--- src/rtl/kaipokrandt_fsm_control.sv ---
// kaipokrandt_fsm_control
// Instruction dispatcher for the MOVI / MOV / ALU execution FSMs.
// An instruction is accepted over a valid/ready handshake and decoded.
// The dispatcher then issues a one-cycle start with held decode flags and
// waits for the selected unit's done. It then retires the instruction, or
// flags halt, an illegal opcode or a timeout.
//
// Ports
//   clk          system clock, rising edge
//   reset        asynchronous, active-low reset
//   instr_valid  fetch presents instr
//   instr[15:0]  [15:12] opcode, [11:8] dst, [7:4] src, [7:0] imm
//   instr_ready  dispatcher can accept an instruction
//   done_movi    MOVI FSM done
//   done_mov     MOV FSM done
//   done_alu     ALU FSM done
//   start        one-cycle issue pulse to the execution FSMs
//   dec_movi     MOVI selected (ISSUE..WAIT)
//   dec_mov      MOV selected (ISSUE..WAIT)
//   dec_alu      ADD/SUB selected (ISSUE..WAIT)
//   alu_sub      1=SUB, 0=ADD, valid with dec_alu
//   uses_imm     instruction carries an immediate (MOVI)
//   imm[7:0]     latched immediate
//   dst_sel[3:0] latched destination register
//   src_sel[3:0] latched source register
//   busy         instruction in flight
//   retire       one-cycle pulse, instruction completed
//   halted       sticky, HALT executed
//   err          sticky error
//   err_code     01 illegal opcode, 10 timeout, 00 none
module kaipokrandt_fsm_control #(
    parameter int unsigned TIMEOUT = 16,
    parameter int unsigned CNT_W   = 5
) (
    input  logic        clk,
    input  logic        reset,
    input  logic        instr_valid,
    input  logic [15:0] instr,
    output logic        instr_ready,
    input  logic        done_movi,
    input  logic        done_mov,
    input  logic        done_alu,
    output logic        start,
    output logic        dec_movi,
    output logic        dec_mov,
    output logic        dec_alu,
    output logic        alu_sub,
    output logic        uses_imm,
    output logic [7:0]  imm,
    output logic [3:0]  dst_sel,
    output logic [3:0]  src_sel,
    output logic        busy,
    output logic        retire,
    output logic        halted,
    output logic        err,
    output logic [1:0]  err_code
);

    localparam logic [3:0] OP_NOP  = 4'h0;
    localparam logic [3:0] OP_MOVI = 4'h1;
    localparam logic [3:0] OP_MOV  = 4'h2;
    localparam logic [3:0] OP_ADD  = 4'h3;
    localparam logic [3:0] OP_SUB  = 4'h4;
    localparam logic [3:0] OP_HALT = 4'hF;

    typedef enum logic [2:0] {
        S_IDLE,
        S_DECODE,
        S_ISSUE,
        S_WAIT,
        S_HALTED,
        S_ERROR
    } state_t;

    state_t             state_q, state_d;
    logic [15:0]        ir_q;
    logic               ir_load;
    logic [CNT_W-1:0]   cnt_q, cnt_d;
    logic               retire_q, retire_d;
    logic [1:0]         code_q, code_d;

    logic [3:0]         op;
    logic               is_movi, is_mov, is_alu, is_sub;
    logic               done_sel;
    logic               held;

    assign op      = ir_q[15:12];
    assign is_movi = (op == OP_MOVI);
    assign is_mov  = (op == OP_MOV);
    assign is_sub  = (op == OP_SUB);
    assign is_alu  = (op == OP_ADD) || is_sub;

    // Only the unit that owns the latched opcode may complete it.
    assign done_sel = (is_movi && done_movi) ||
                      (is_mov  && done_mov)  ||
                      (is_alu  && done_alu);

    always_ff @(posedge clk or negedge reset) begin
        if (!reset) begin
            state_q  <= S_IDLE;
            ir_q     <= '0;
            cnt_q    <= '0;
            retire_q <= 1'b0;
            code_q   <= '0;
        end else begin
            state_q  <= state_d;
            cnt_q    <= cnt_d;
            retire_q <= retire_d;
            code_q   <= code_d;
            if (ir_load) begin
                ir_q <= instr;
            end
        end
    end

    always_comb begin
        state_d  = state_q;
        cnt_d    = cnt_q;
        retire_d = 1'b0;
        code_d   = code_q;
        ir_load  = 1'b0;
        unique case (state_q)
            S_IDLE: begin
                // instr_ready is exactly "state is IDLE", so it stays a
                // registered-state decode with no path from instr_valid.
                if (instr_valid) begin
                    ir_load = 1'b1;
                    state_d = S_DECODE;
                end
            end
            S_DECODE: begin
                unique case (op)
                    OP_NOP: begin
                        state_d  = S_IDLE;
                        retire_d = 1'b1;
                    end
                    OP_HALT: state_d = S_HALTED;
                    OP_MOVI, OP_MOV, OP_ADD, OP_SUB: state_d = S_ISSUE;
                    default: begin
                        state_d = S_ERROR;
                        code_d  = 2'b01;
                    end
                endcase
            end
            S_ISSUE: begin
                cnt_d   = CNT_W'(TIMEOUT);
                state_d = S_WAIT;
            end
            S_WAIT: begin
                // Done is tested before the counter so a done in the last
                // WAIT cycle still retires.
                if (done_sel) begin
                    state_d  = S_IDLE;
                    retire_d = 1'b1;
                end else if (cnt_q == CNT_W'(1)) begin
                    state_d = S_ERROR;
                    code_d  = 2'b10;
                end else begin
                    cnt_d = cnt_q - CNT_W'(1);
                end
            end
            S_HALTED: state_d = S_HALTED;
            S_ERROR:  state_d = S_ERROR;
            default:  state_d = S_IDLE;
        endcase
    end

    assign held        = (state_q == S_ISSUE) || (state_q == S_WAIT);

    assign instr_ready = (state_q == S_IDLE);
    assign start       = (state_q == S_ISSUE);
    assign busy        = (state_q == S_DECODE) || held;
    assign retire      = retire_q;
    assign halted      = (state_q == S_HALTED);
    assign err         = (state_q == S_ERROR);
    assign err_code    = code_q;

    assign dec_movi    = held && is_movi;
    assign dec_mov     = held && is_mov;
    assign dec_alu     = held && is_alu;
    assign alu_sub     = held && is_sub;
    assign uses_imm    = held && is_movi;

    assign imm         = ir_q[7:0];
    assign dst_sel     = ir_q[11:8];
    assign src_sel     = ir_q[7:4];

endmodule

--- config.mk ---
export PLATFORM = sky130hd
export DESIGN_NAME = kaipokrandt_fsm_control
export DESIGN_NICKNAME = d
export VERILOG_FILES = /design/src/rtl/kaipokrandt_fsm_control.sv
export SDC_FILE = /design/constraint.sdc
export NUM_CORES = 1
export LEC_CHECK = 0
export CORE_MARGIN = 2
export CORE_UTILIZATION = 47
export CTS_BUF_LIST = sky130_fd_sc_hd__clkbuf_2 sky130_fd_sc_hd__clkbuf_4 sky130_fd_sc_hd__clkbuf_8
export CTS_CLUSTER_DIAMETER = 30
export DETAILED_ROUTE_END_ITERATION = 7
export GPL_TIMING_DRIVEN = 0
export PLACE_DENSITY = 0.82
export RECOVER_POWER = 50
export SETUP_SLACK_MARGIN = 0.1
export SLEW_MARGIN = 20
export SYNTH_ARGS = -nofsm -noshare
export SYNTH_HDL_FRONTEND = slang
export SYNTH_SLANG_ARGS = --single-unit
--- constraint.sdc ---
create_clock -name clk -period 2.2 [get_ports clk]
set_clock_uncertainty 0.05 [all_clocks]
set_input_delay 0.44 -clock clk [delete_from_list [all_inputs] [get_ports clk]]
set_output_delay 0.44 -clock clk [all_outputs]
set_load 0.005 [all_outputs]
## Yosys cells after proc, flatten, opt, wreduce, memory -nomap -nowiden

Cells that the tools add are included.

- $add $sub $neg: 1
- Equal/unequal tests: 17
- Muxes and demuxes: 17
- Reductions and logical operators: 21

Operator list:

| kind | count |
|---|---|
| $pmux W3 S6 | 1 |
| $mux W5 | 2 |
| $ne A2 B2 Y1 const B | 5 |
| $pmux W5 S2 | 1 |
| $mux W3 | 3 |
| $pmux W3 S3 | 1 |
| $eq A4 B2 Y1 const B | 2 |
| $logic_and A1 B1 Y1 | 7 |
| $eq A3 B2 Y1 const B | 2 |
| $eq A3 B3 Y1 const B | 2 |
| $mux W2 | 3 |
| $reduce_or A6 Y1 | 1 |
| $eq A5 B1 Y1 const B | 1 |
| $logic_or A1 B1 Y1 | 5 |
| $sub A5 B1 Y5 const B | 1 |
| $eq A4 B1 Y1 const B | 1 |
| $eq A4 B3 Y1 const B | 1 |
| $eq A4 B4 Y1 const B | 1 |
| $logic_not A4 Y1 | 1 |
| $mux W1 | 4 |
| $pmux W2 S2 | 1 |
| $reduce_and A4 Y1 | 1 |
| $reduce_bool A2 Y1 | 2 |
| $reduce_or A4 Y1 | 1 |
| 6 further kinds | 6 |

- Flip-flop bits (word level): 27
- Input bits: 22

## Logic depth before layout (Yosys ltp)

Gate-level depths: netlist of run 1.

- Depth after elaboration: 6
- Mapped depth: 7
- Mapped depth without buffers: 7

## Least setup slack after synthesis of run 1

No wires, ideal clock.

- Path type: reg-to-output
- Start point: register state_q[1]
- End point: output port uses_imm
- Arrival: 1466 ps
- Data required time: 1710 ps
- Slack: 244 ps
- Stages on the path, launching flop included: 6
- Path buffers: 3
- Cell sequence: dfrtp_1 -> clkbuf_1 -> nand2b_1 -> clkbuf_1 -> nor4b_1 -> buf_4

- Word-level cells in the longest chain between the ends: 3

RTL lines:

| what | line | source |
|---|---|---|
| from (decl) | 75 | `state_t state_q, state_d;` |
| from (signal assigned) | 106 | `state_q <= state_d;` |
| $eq A3 B2 Y1 | 168 | `assign held = (state_q == S_ISSUE) \|\| (state_q == S_WAIT);` |
| $logic_or A1 B1 Y1 * | 168 |  |
| $logic_and A1 B1 Y1 * | -- |  |
| to (decl) | 48 | `output logic uses_imm,` |

Every way passes the cells marked *; elsewhere a longest branch is shown, timed or not.

## Worst setup path after layout of run 1

- Start point: register state_q[1]
- End point: output port uses_imm

- Word-level cells in the longest chain between the ends: 3

RTL lines:

| what | line | source |
|---|---|---|
| $eq A3 B2 Y1 | 168 |  |
| $logic_or A1 B1 Y1 * | 168 |  |
| $logic_and A1 B1 Y1 * | 182 | `assign uses_imm = held && is_movi;` |

Marks and branches as above.

==> results of run 1 <==
[registers in the layout, summed over array words and instances (netlist names)]
| signal | flops |
|---|---|
| ir_q | 16 |
| cnt_q | 5 |
| state_q | 3 |
| err_code | 2 |
| retire | 1 |
[stage by stage]
step	setup TNS [ns]	power [W]	cells	worst slack [ns]
after global routing	0	0.00260	244	0.0267
after detailed placement	-1.29	0.00218	237	-0.438
after floorplan	0	0.00161	143	0.244
final	0	0.00243	244	0.124
after global placement	-0.677	0.00211	237	-0.307
after CTS	0	0.00246	243	0.0512
[power by group through the flow]
stage | Combinational [W] | Sequential (W) | Clock, W
floorplan | 0.000797 | 0.000815 | 0
finish | 0.00135 | 0.000853 | 0.000232
global route | 0.00146 | 0.000879 | 0.000263
detailed placement | 0.00132 | 0.000861 | 0
global placement | 0.00127 | 0.000841 | 0
CTS | 0.00138 | 0.000844 | 0.000232
[logic make-up after synthesis]
logic type               after synthesis  share of synthesized area
flip-flops                            27                      0.449
multiplexers                          19                      0.140
AO/OA/AOI/OAI                         23                      0.108
adder cells (fa/ha/maj)                2                     0.0166
AND/OR/NAND/NOR                       42                      0.162
buffers and inverters                 30                      0.124
[how the worst max path moves through the flow]
stage | from | end | slack [ns] | depth (start not counted)
floorplan | state_q[1]$_DFFE_PN0P_ | uses_imm | 0.24 | 5
global placement | state_q[1]$_DFFE_PN0P_ | uses_imm | -0.31 | 6
detailed placement | state_q[1]$_DFFE_PN0P_ | uses_imm | -0.44 | 6
CTS | state_q[1]$_DFFE_PN0P_ | uses_imm | 0.05 | 6
global route | state_q[2]$_DFFE_PN0P_ | ir_q[10]$_DFFE_PN0P_ | 0.03 | 6
finish | state_q[1]$_DFFE_PN0P_ | uses_imm | 0.12 | 6
[critical path, stage by stage, from the launching register on]
cell	delay, ns
dfrtp_1	0.40
clkbuf_8	0.15
nand2b_4	0.07
clkbuf_16	0.17
nor4b_4	0.22
buf_4	0.14
buf_4	0.09
[final cells by class]
| cell class | instances | area [µm²] | share of cell area |
|---|---|---|---|
| well taps | 44 | 55.1 | 0.0256 |
| multi-input cells | 86 | 674 | 0.314 |
| flip-flops and latches | 27 | 678 | 0.315 |
| repair buffers | 53 | 484 | 0.225 |
| clock buffers | 4 | 30.0 | 0.0140 |
| plain buffers | 25 | 209 | 0.0972 |
| inverters | 5 | 18.8 | 0.00873 |
[placed cells by master, fill, tap and decap left out, drive strengths merged, types with 5 or more instances in the layout]
cell type / instances
clkdlybuf4s50: 35
dfrtp: 27
mux2: 17
buf: 23
nor2: 9
clkbuf: 14
nand2: 5
dlygate4sd2: 6
nor3: 10
inv: 5
o21ai: 8
[per-layer routing]
| layer | track usage | routed length, µm |
|---|---|---|
| met1 | 0.252 | 1390 |
| met2 | 0.398 | 1910 |
| met3 | 0.0277 | 160 |
| met4 | 0.0745 | 80 |
| met5 | 0 | 0 |
[timing repair]
item	4_1_cts	5_1_grt
setup buffers	2	1
pin swaps	1	1
setup endpoints to repair	10	5
gates resized for setup	33	6
==> flow_summary.json, run 1 <==
{
  "run_status": "finished, final reports clean",
  "rr_worst_depth": 6,
  "critPathKind": "flop to primary output",
  "die_h_um": 60.6,
  "port_buffers": 50,
  "grt_pass1_vias": 1291,
  "seq_power_share": 0.351,
  "end_kind": "primary output",
  "nets": 225,
  "reg2reg_from": "ir_q[13]$_DFFE_PN0P_",
  "async_flop_share": 1.00,
  "synth_edf_count": 0,
  "dpl_cell_area_mm2": 0.00206,
  "rsz0062_at_grt": "true",
  "synth.most_common_cell": "dfrtp_1",
  "yosysWarnings": 0,
  "worstSkewPairLatency_ns": 0.33,
  "grt_pass1_wl_mm": 5.84,
  "routed_wl_mm": 3.54,
  "cts_hold_buf": 0,
  "synth.yosys.seq_area_share": 0.449,
  "track_usage": 0.214,
  "io_pins": 51,
  "wire_per_inst_um": 14.5,
  "dp_hpwl_mm": 2.67,
  "synth_common_cells": "27 x dfrtp_1, 19 x buf_4, 17 x mux2_2, 9 x nor2_1, 9 x nor3_1",
  "sw_frac_of_total": 0.333,
  "h-tree-depth": 1,
  "cts.path.max_buffers": 2,
  "clock.fmax_mhz": 482,
  "final_util": 0.704,
  "power-per-cell-area_mw_per_mm2": 1130,
  "syn_inst": 143,
  "hold_class": "input pin to asynchronous set/reset pin",
  "grt_max_degree": 28,
  "via_count": 1271,
  "synth_ff_type": "dfrtp_1",
  "p_sw_w": 0.000810,
  "synth.top_cell.area_share": 0.449,
  "p_leak_nw": 0.943,
  "netlist-cell-type-count": 36,
  "clkSinkCount": 27,
  "via_per_inst": 5.21,
  "slew-limit-headroom": 0.0519,
  "core_mm2": 0.00305,
  "cp.arrival_ns": 1.59,
  "internal_power_w": 0.00162,
  "avgSynthCellArea_um2": 10.5,
  "syn_to_final_growth_pct": 42.8,
  "gp_congestion": 0.765,
  "clk_pin_slew_ns": 0.15,
  "first_pass_iters": 4,
  "start_util": 0.493,
  "critPathMaxFanout": 10,
  "worstMarginPinSlew_ns": 1.42,
  "r2r_end": "cnt_q[2]$_DFFE_PN0P_",
  "cts_made_buffers": 3,
  "antenna_left": 0,
  "yosysTopAreaCell": "dfrtp_1",
  "drc": 0,
  "start_kind": "flop",
  "required_ns": 1.71,
  "power_frac_comb": 0.554,
  "antenna_found_initial": 0,
  "synth.net_count": 167,
  "peakVddDrop_uv": 605,
  "design_area_mm2": 0.00215,
  "clkPwrFrac": 0.095,
  "synth.area.top_cells": "dfrtp_1 45%, mux2_2 13%, buf_4 9.5%, nor3_1 3.0%, o21ai_0 2.3%",
  "die_area_mm2": 0.00367,
  "cts_tree": "done",
  "rrSetupSlack_ns": 0.13,
  "antennaDiodeCount": 0,
  "ys_ff_latch": 27,
  "drv_slew": 0,
  "clockRootBuffer": "clkbuf_4",
  "drive_gt1_frac": 0.315,
  "hold_viol": 0,
  "rows": 20,
  "syn_area_mm2": 0.00151,
  "cap_violations": 0,
  "setup_viol": 0,
  "die_x_um": 60.6,
  "drt_iter0_markers": 29,
  "min_period_ns": 2.08,
  "timing.final.crit_share": 0.944,
  "grt.overflow.total": 0,
  "fill_cells": 239,
  "hold_slack_ns": 0.361
}
Power figures use the tool's default switching activity.
==> run 2: changes to the inputs <==
--- a/config.mk
+++ b/config.mk
@@ -11,6 +11,7 @@
 export CTS_CLUSTER_DIAMETER = 30
 export DETAILED_ROUTE_END_ITERATION = 7
 export GPL_TIMING_DRIVEN = 0
+export HOLD_SLACK_MARGIN = 0.12
 export PLACE_DENSITY = 0.82
 export RECOVER_POWER = 50
 export SETUP_SLACK_MARGIN = 0.1
==> flow_summary.json, run 2 (same netlist as run 1, synthesis figures left out) <==
{
  "cap_violations": 0,
  "h-tree-depth": 1,
  "cp_slowest_cell": "a211oi_1",
  "die_h_um": 60.6,
  "via_count": 1275,
  "routed_wl_mm": 3.60,
  "sw_frac_of_total": 0.333,
  "cts.path.max_buffers": 2,
  "dp_cells": 237,
  "timing.final.crit_share": 0.945,
  "dp_hpwl_mm": 2.67,
  "peakVddDrop_uv": 607,
  "min_period_ns": 2.08,
  "required_ns": 2.38,
  "via_per_inst": 5.20,
  "hold_class": "flop to flop",
  "nets": 226,
  "cts_made_buffers": 3,
  "final_cell_mix": "35 x clkdlybuf4s50_1, 25 x dfrtp_1, 22 x buf_4",
  "p_sw_w": 0.000813,
  "run_status": "finished, final reports clean",
  "power_frac_comb": 0.556,
  "drt_iter0_markers": 29,
  "clockRootBuffer": "clkbuf_4",
  "clkPwrFrac": 0.095,
  "critPathMaxFanout": 10,
  "die_x_um": 60.6,
  "port_buffers": 50,
  "largest_register": "ir_q",
  "antenna_found_initial": 0,
  "antennaDiodeCount": 0,
  "antenna_left": 0,
  "first_pass_iters": 4,
  "largestRegisters": "ir_q: 16 flops, cnt_q: 5 flops, state_q: 3 flops",
  "grt_pass1_vias": 1296,
  "stdcell_count": 245,
  "grt.overflow.total": 0,
  "clock.fmax_mhz": 481,
  "cp_slowest_stage_delay_ns": 0.53,
  "start_util": 0.493,
  "rows": 20,
  "syn_to_final_growth_pct": 43.8,
  "hold_viol": 0,
  "grt_pass1_wl_mm": 5.91,
  "track_usage": 0.216,
  "grt_max_degree": 28,
  "slew-limit-headroom": 0.593,
  "cts_tree": "done",
  "worstMarginPinSlew_ns": 0.606,
  "core_mm2": 0.00305,
  "worstSkewPairLatency_ns": 0.33,
  "setup_viol": 0,
  "power-per-cell-area_mw_per_mm2": 1130,
  "end_kind": "flop",
  "seq_power_share": 0.349,
  "rsz0062_at_grt": "true",
  "drive_gt1_frac": 0.323,
  "drv_slew": 0,
  "die_area_mm2": 0.00367,
  "critPathKind": "flop to flop",
  "largest_reg_flops": 16,
  "wire_per_inst_um": 14.7,
  "start_kind": "flop",
  "cp.arrival_ns": 2.26,
  "internal_power_w": 0.00163,
  "setup_tns_ns": 0,
  "crit_chain": "buf_4 > and4bb_2 > a211oi_1 > or2_1 > a21oi_1 > a211o_1",
  "final_common_cell": "clkdlybuf4s50_1",
  "clk_pin_slew_ns": 0.15,
  "clkSinkCount": 27,
  "p_leak_nw": 0.953,
  "io_pins": 51,
  "drc": 0,
  "gp_congestion": 0.765
}
[run 2: cell types whose count changed in the layout (fill, tap and decap cells not counted), sizes merged]
cell,previous run,this run
buf,23,25
clkbuf,14,12
dlygate4sd3,4,5
[run 2: power groups by stage]
stage               Combinational (W)  Clock, W  Sequential, W
detailed placement            0.00132         0       0.000861
CTS                           0.00138  0.000232       0.000844
floorplan                    0.000797         0       0.000815
global placement              0.00127         0       0.000841
global route                  0.00147  0.000263       0.000879
finish                        0.00136  0.000233       0.000853
[run 2: worst max-delay path: cells and delay by family (launching register included)]
kind | cells | cell delay, ns
AOI/OAI and AO/OA | 3 | 0.90
and+or+nand+nor | 2 | 0.48
DFF | 1 | 0.38
buffers and inverters | 1 | 0.18
[run 2: cell type report]
| cell class | count | area (µm²) |
|---|---|---|
| Inverter | 5 | 18.8 |
| Multi-Input combinational cell | 86 | 674 |
| Clock buffer | 4 | 30.0 |
| Sequential cell | 27 | 678 |
| Tap cell | 44 | 55.1 |
| Timing Repair Buffer | 54 | 499 |
| Fill cell | 238 | 888 |
| Buffer | 25 | 209 |
[run 2: worst paths after layout]
path | start | end | slack, ns | depth (start not counted)
max | ir_q[13]$_DFFE_PN0P_ | cnt_q[2]$_DFFE_PN0P_ | 0.12 | 6
min | err_code[1]$_DFFE_PN0P_ | err_code[1]$_DFFE_PN0P_ | 0.46 | 1
max reg2reg | ir_q[13]$_DFFE_PN0P_ | cnt_q[2]$_DFFE_PN0P_ | 0.12 | 6
min reg2reg | err_code[1]$_DFFE_PN0P_ | err_code[1]$_DFFE_PN0P_ | 0.46 | 1
max in group asynchronous | reset | state_q[2]$_DFFE_PN0P_ | 1.08 | 2
min in group asynchronous | reset | cnt_q[0]$_DFFE_PN0P_ | 0.60 | 2
[run 2: timing repair]
| item | CTS | global route |
|---|---|---|
| gates cloned | 0 | 0 |
| endpoints found under the hold margin | 27 | 0 |
| setup endpoints to repair | 10 | 5 |
| resized for setup | 33 | 6 |
| buffers inserted | 2 | 1 |
| pin swaps | 1 | 1 |
| hold buffers | 1 | 0 |
[run 2: metrics by stage]
stage	utilization	total power [W]	setup WS [ns]	hold slack, ns	area (µm²)
after global placement	0.675	0.00211	-0.307	0.428	2060
after floorplan	-	0.00161	0.244	0.0944	1510
after CTS	0.713	0.00246	0.0512	0.461	2180
after detailed placement	0.673	0.00218	-0.438	0.429	2060
after global routing	0.709	0.00261	0.0276	0.493	2160
final	0.709	0.00244	0.121	0.455	2160
[run 2: layer usage]
| metal | up-vias | wire length (µm) | track usage |
|---|---|---|---|
| met2 | 47 | 1930 | 0.404 |
| met1 | 619 | 1440 | 0.254 |
| li1 | 599 | - | - |
| met5 | - | 0 | 0 |
| met3 | 10 | 145 | 0.0277 |
| met4 | 0 | 80 | 0.0745 |
==> run 3: changes to the inputs <==
--- a/config.mk
+++ b/config.mk
@@ -15,7 +15,7 @@
 export PLACE_DENSITY = 0.82
 export RECOVER_POWER = 50
 export SETUP_SLACK_MARGIN = 0.1
-export SLEW_MARGIN = 20
+export SLEW_MARGIN = 10
 export SYNTH_ARGS = -nofsm -noshare
 export SYNTH_HDL_FRONTEND = slang
 export SYNTH_SLANG_ARGS = --single-unit
==> flow_summary.json, run 3 (same netlist as run 1, synthesis figures left out) <==
{
  "peakVddDrop_uv": 529,
  "run_status": "finished, final reports clean",
  "cts_made_buffers": 3,
  "worstSkewPairLatency_ns": 0.33,
  "cp.arrival_ns": 1.54,
  "required_ns": 1.71,
  "wire_per_inst_um": 14.3,
  "hold_class": "flop to flop",
  "antennaDiodeCount": 0,
  "critPathKind": "flop to primary output",
  "cap_violations": 0,
  "die_area_mm2": 0.00367,
  "grt.overflow.total": 0,
  "worstSetupStartpoint": "state_q[1]$_DFFE_PN0P_",
  "h-tree-depth": 1,
  "port_buffers": 50,
  "syn_to_final_growth_pct": 44.2,
  "die_h_um": 60.6,
  "clkSinkCount": 27,
  "drv_slew": 0,
  "cp_slowest_cell": "dfrtp_1",
  "largest_register": "ir_q",
  "worstMarginPinSlew_ns": 0.611,
  "critPathBufInv": 3,
  "track_usage": 0.214,
  "critPathMaxFanout": 5,
  "cts_tree": "done",
  "drive_gt1_frac": 0.322,
  "final_cell_mix": "35 x clkdlybuf4s50_1, 25 x dfrtp_1, 22 x buf_4",
  "clockRootBuffer": "clkbuf_4",
  "grt_max_degree": 28,
  "cts.path.max_buffers": 2,
  "clock.fmax_mhz": 493,
  "drt_iter0_markers": 33,
  "crit_chain": "clkbuf_8 > nand2b_4 > buf_8 > nor4_4 > clkdlybuf4s15_1",
  "io_pins": 51,
  "largestRegisters": "ir_q: 16 flops, cnt_q: 5 flops, state_q: 3 flops",
  "grt_pass1_wl_mm": 5.88,
  "via_count": 1296,
  "largest_reg_flops": 16,
  "final_util": 0.711,
  "end_kind": "primary output",
  "start_kind": "flop",
  "dp_hpwl_mm": 2.59,
  "hold_viol": 0,
  "antenna_left": 0,
  "slew-limit-headroom": 0.593,
  "antenna_found_initial": 0,
  "core_mm2": 0.00305,
  "power-per-cell-area_mw_per_mm2": 1120,
  "gp_congestion": 0.765,
  "first_pass_iters": 4,
  "min-delay-start": "err_code[1]$_DFFE_PN0P_",
  "reg2reg_from": "ir_q[13]$_DFFE_PN0P_",
  "routed_wl_mm": 3.53,
  "rsz0062_at_grt": "true",
  "drc": 0,
  "clk_pin_slew_ns": 0.14,
  "setup_viol": 0,
  "cp_slowest_stage_delay_ns": 0.39,
  "die_x_um": 60.6,
  "nets": 227,
  "p_leak_nw": 0.951,
  "grt_pass1_vias": 1303,
  "power.total_w": 0.00243,
  "start_util": 0.493,
  "via_per_inst": 5.27,
  "path_delay_family": "buffers and inverters",
  "timing.final.crit_share": 0.922,
  "min_period_ns": 2.03,
  "final_common_cell": "clkdlybuf4s50_1",
  "rows": 20
}
## run 3: changes by cell type in the layout (fill, tap and decap cells not counted), sizes merged
cell / delta
buf: +3
clkbuf: -2
clkdlybuf4s15: +1
dlygate4sd2: -1
## run 3: what timing repair did
item	4_1_cts	5_1_grt
endpoints found under the setup margin	10	6
pin swaps	1	1
buffers inserted	3	1
resized for setup	34	10
endpoints found under the hold margin	0	27
gates cloned	0	0
hold buffers	0	1
## run 3: layer usage
layer	GRT usage	part of all wire	up-vias
li1	-	-	602
met1	0.250	0.40	647
met2	0.393	0.54	38
met3	0.0299	0.041	9
met4	0.0807	0.023	0
met5	0	0	-
## run 3: path summary, 6_finish.rpt
path                                      endpoint  slack, ns  cells after the start
max in group asynchronous   state_q[2]$_DFFE_PN0P_       1.06                      2
min in group asynchronous     cnt_q[1]$_DFFE_PN0P_       0.61                      2
min reg2reg                err_code[1]$_DFFE_PN0P_       0.46                      1
max reg2reg                   cnt_q[2]$_DFFE_PN0P_       0.18                      6
min                        err_code[1]$_DFFE_PN0P_       0.46                      1
max                                        dec_mov       0.17                      5
## run 3: metrics by stage
stage	instance area (µm²)	TNS (ns)	worst slack [ns]	hold WS, ns	instances
2_1_floorplan	1510	0	0.244	0.0944	143
3_3_place_gp	2060	-0.677	-0.307	0.428	237
3_5_place_dp	2060	-1.12	-0.402	0.429	237
4_1_cts	2170	0	0.103	0.461	244
5_1_grt	2170	0	0.0712	0.485	246
6_report	2170	0	0.171	0.455	246
## run 3: final cells by class
cell class,count,area [µm²]
Fill cell,235,882
Buffer,25,203
Inverter,5,18.8
Clock buffer,4,30.0
Timing Repair Buffer,55,508
Multi-Input combinational cell,86,678
Sequential cell,27,678
Tap cell,44,55.1
## run 3: worst reg2reg max path: stages (launching register included)
cell and delay, ns:
dfrtp_1 0.38, buf_4 0.18, and4bb_2 0.25, a211oi_1 0.48, or2_1 0.22, a21oi_1 0.08
a211o_1 0.28
## run 3: report_power, final
part	total, W	internal (W)	switching, W
combinational	0.00135	0.000848	0.000505
clock	0.000230	0.0000835	0.000146
sequential	0.000850	0.000696	0.000153
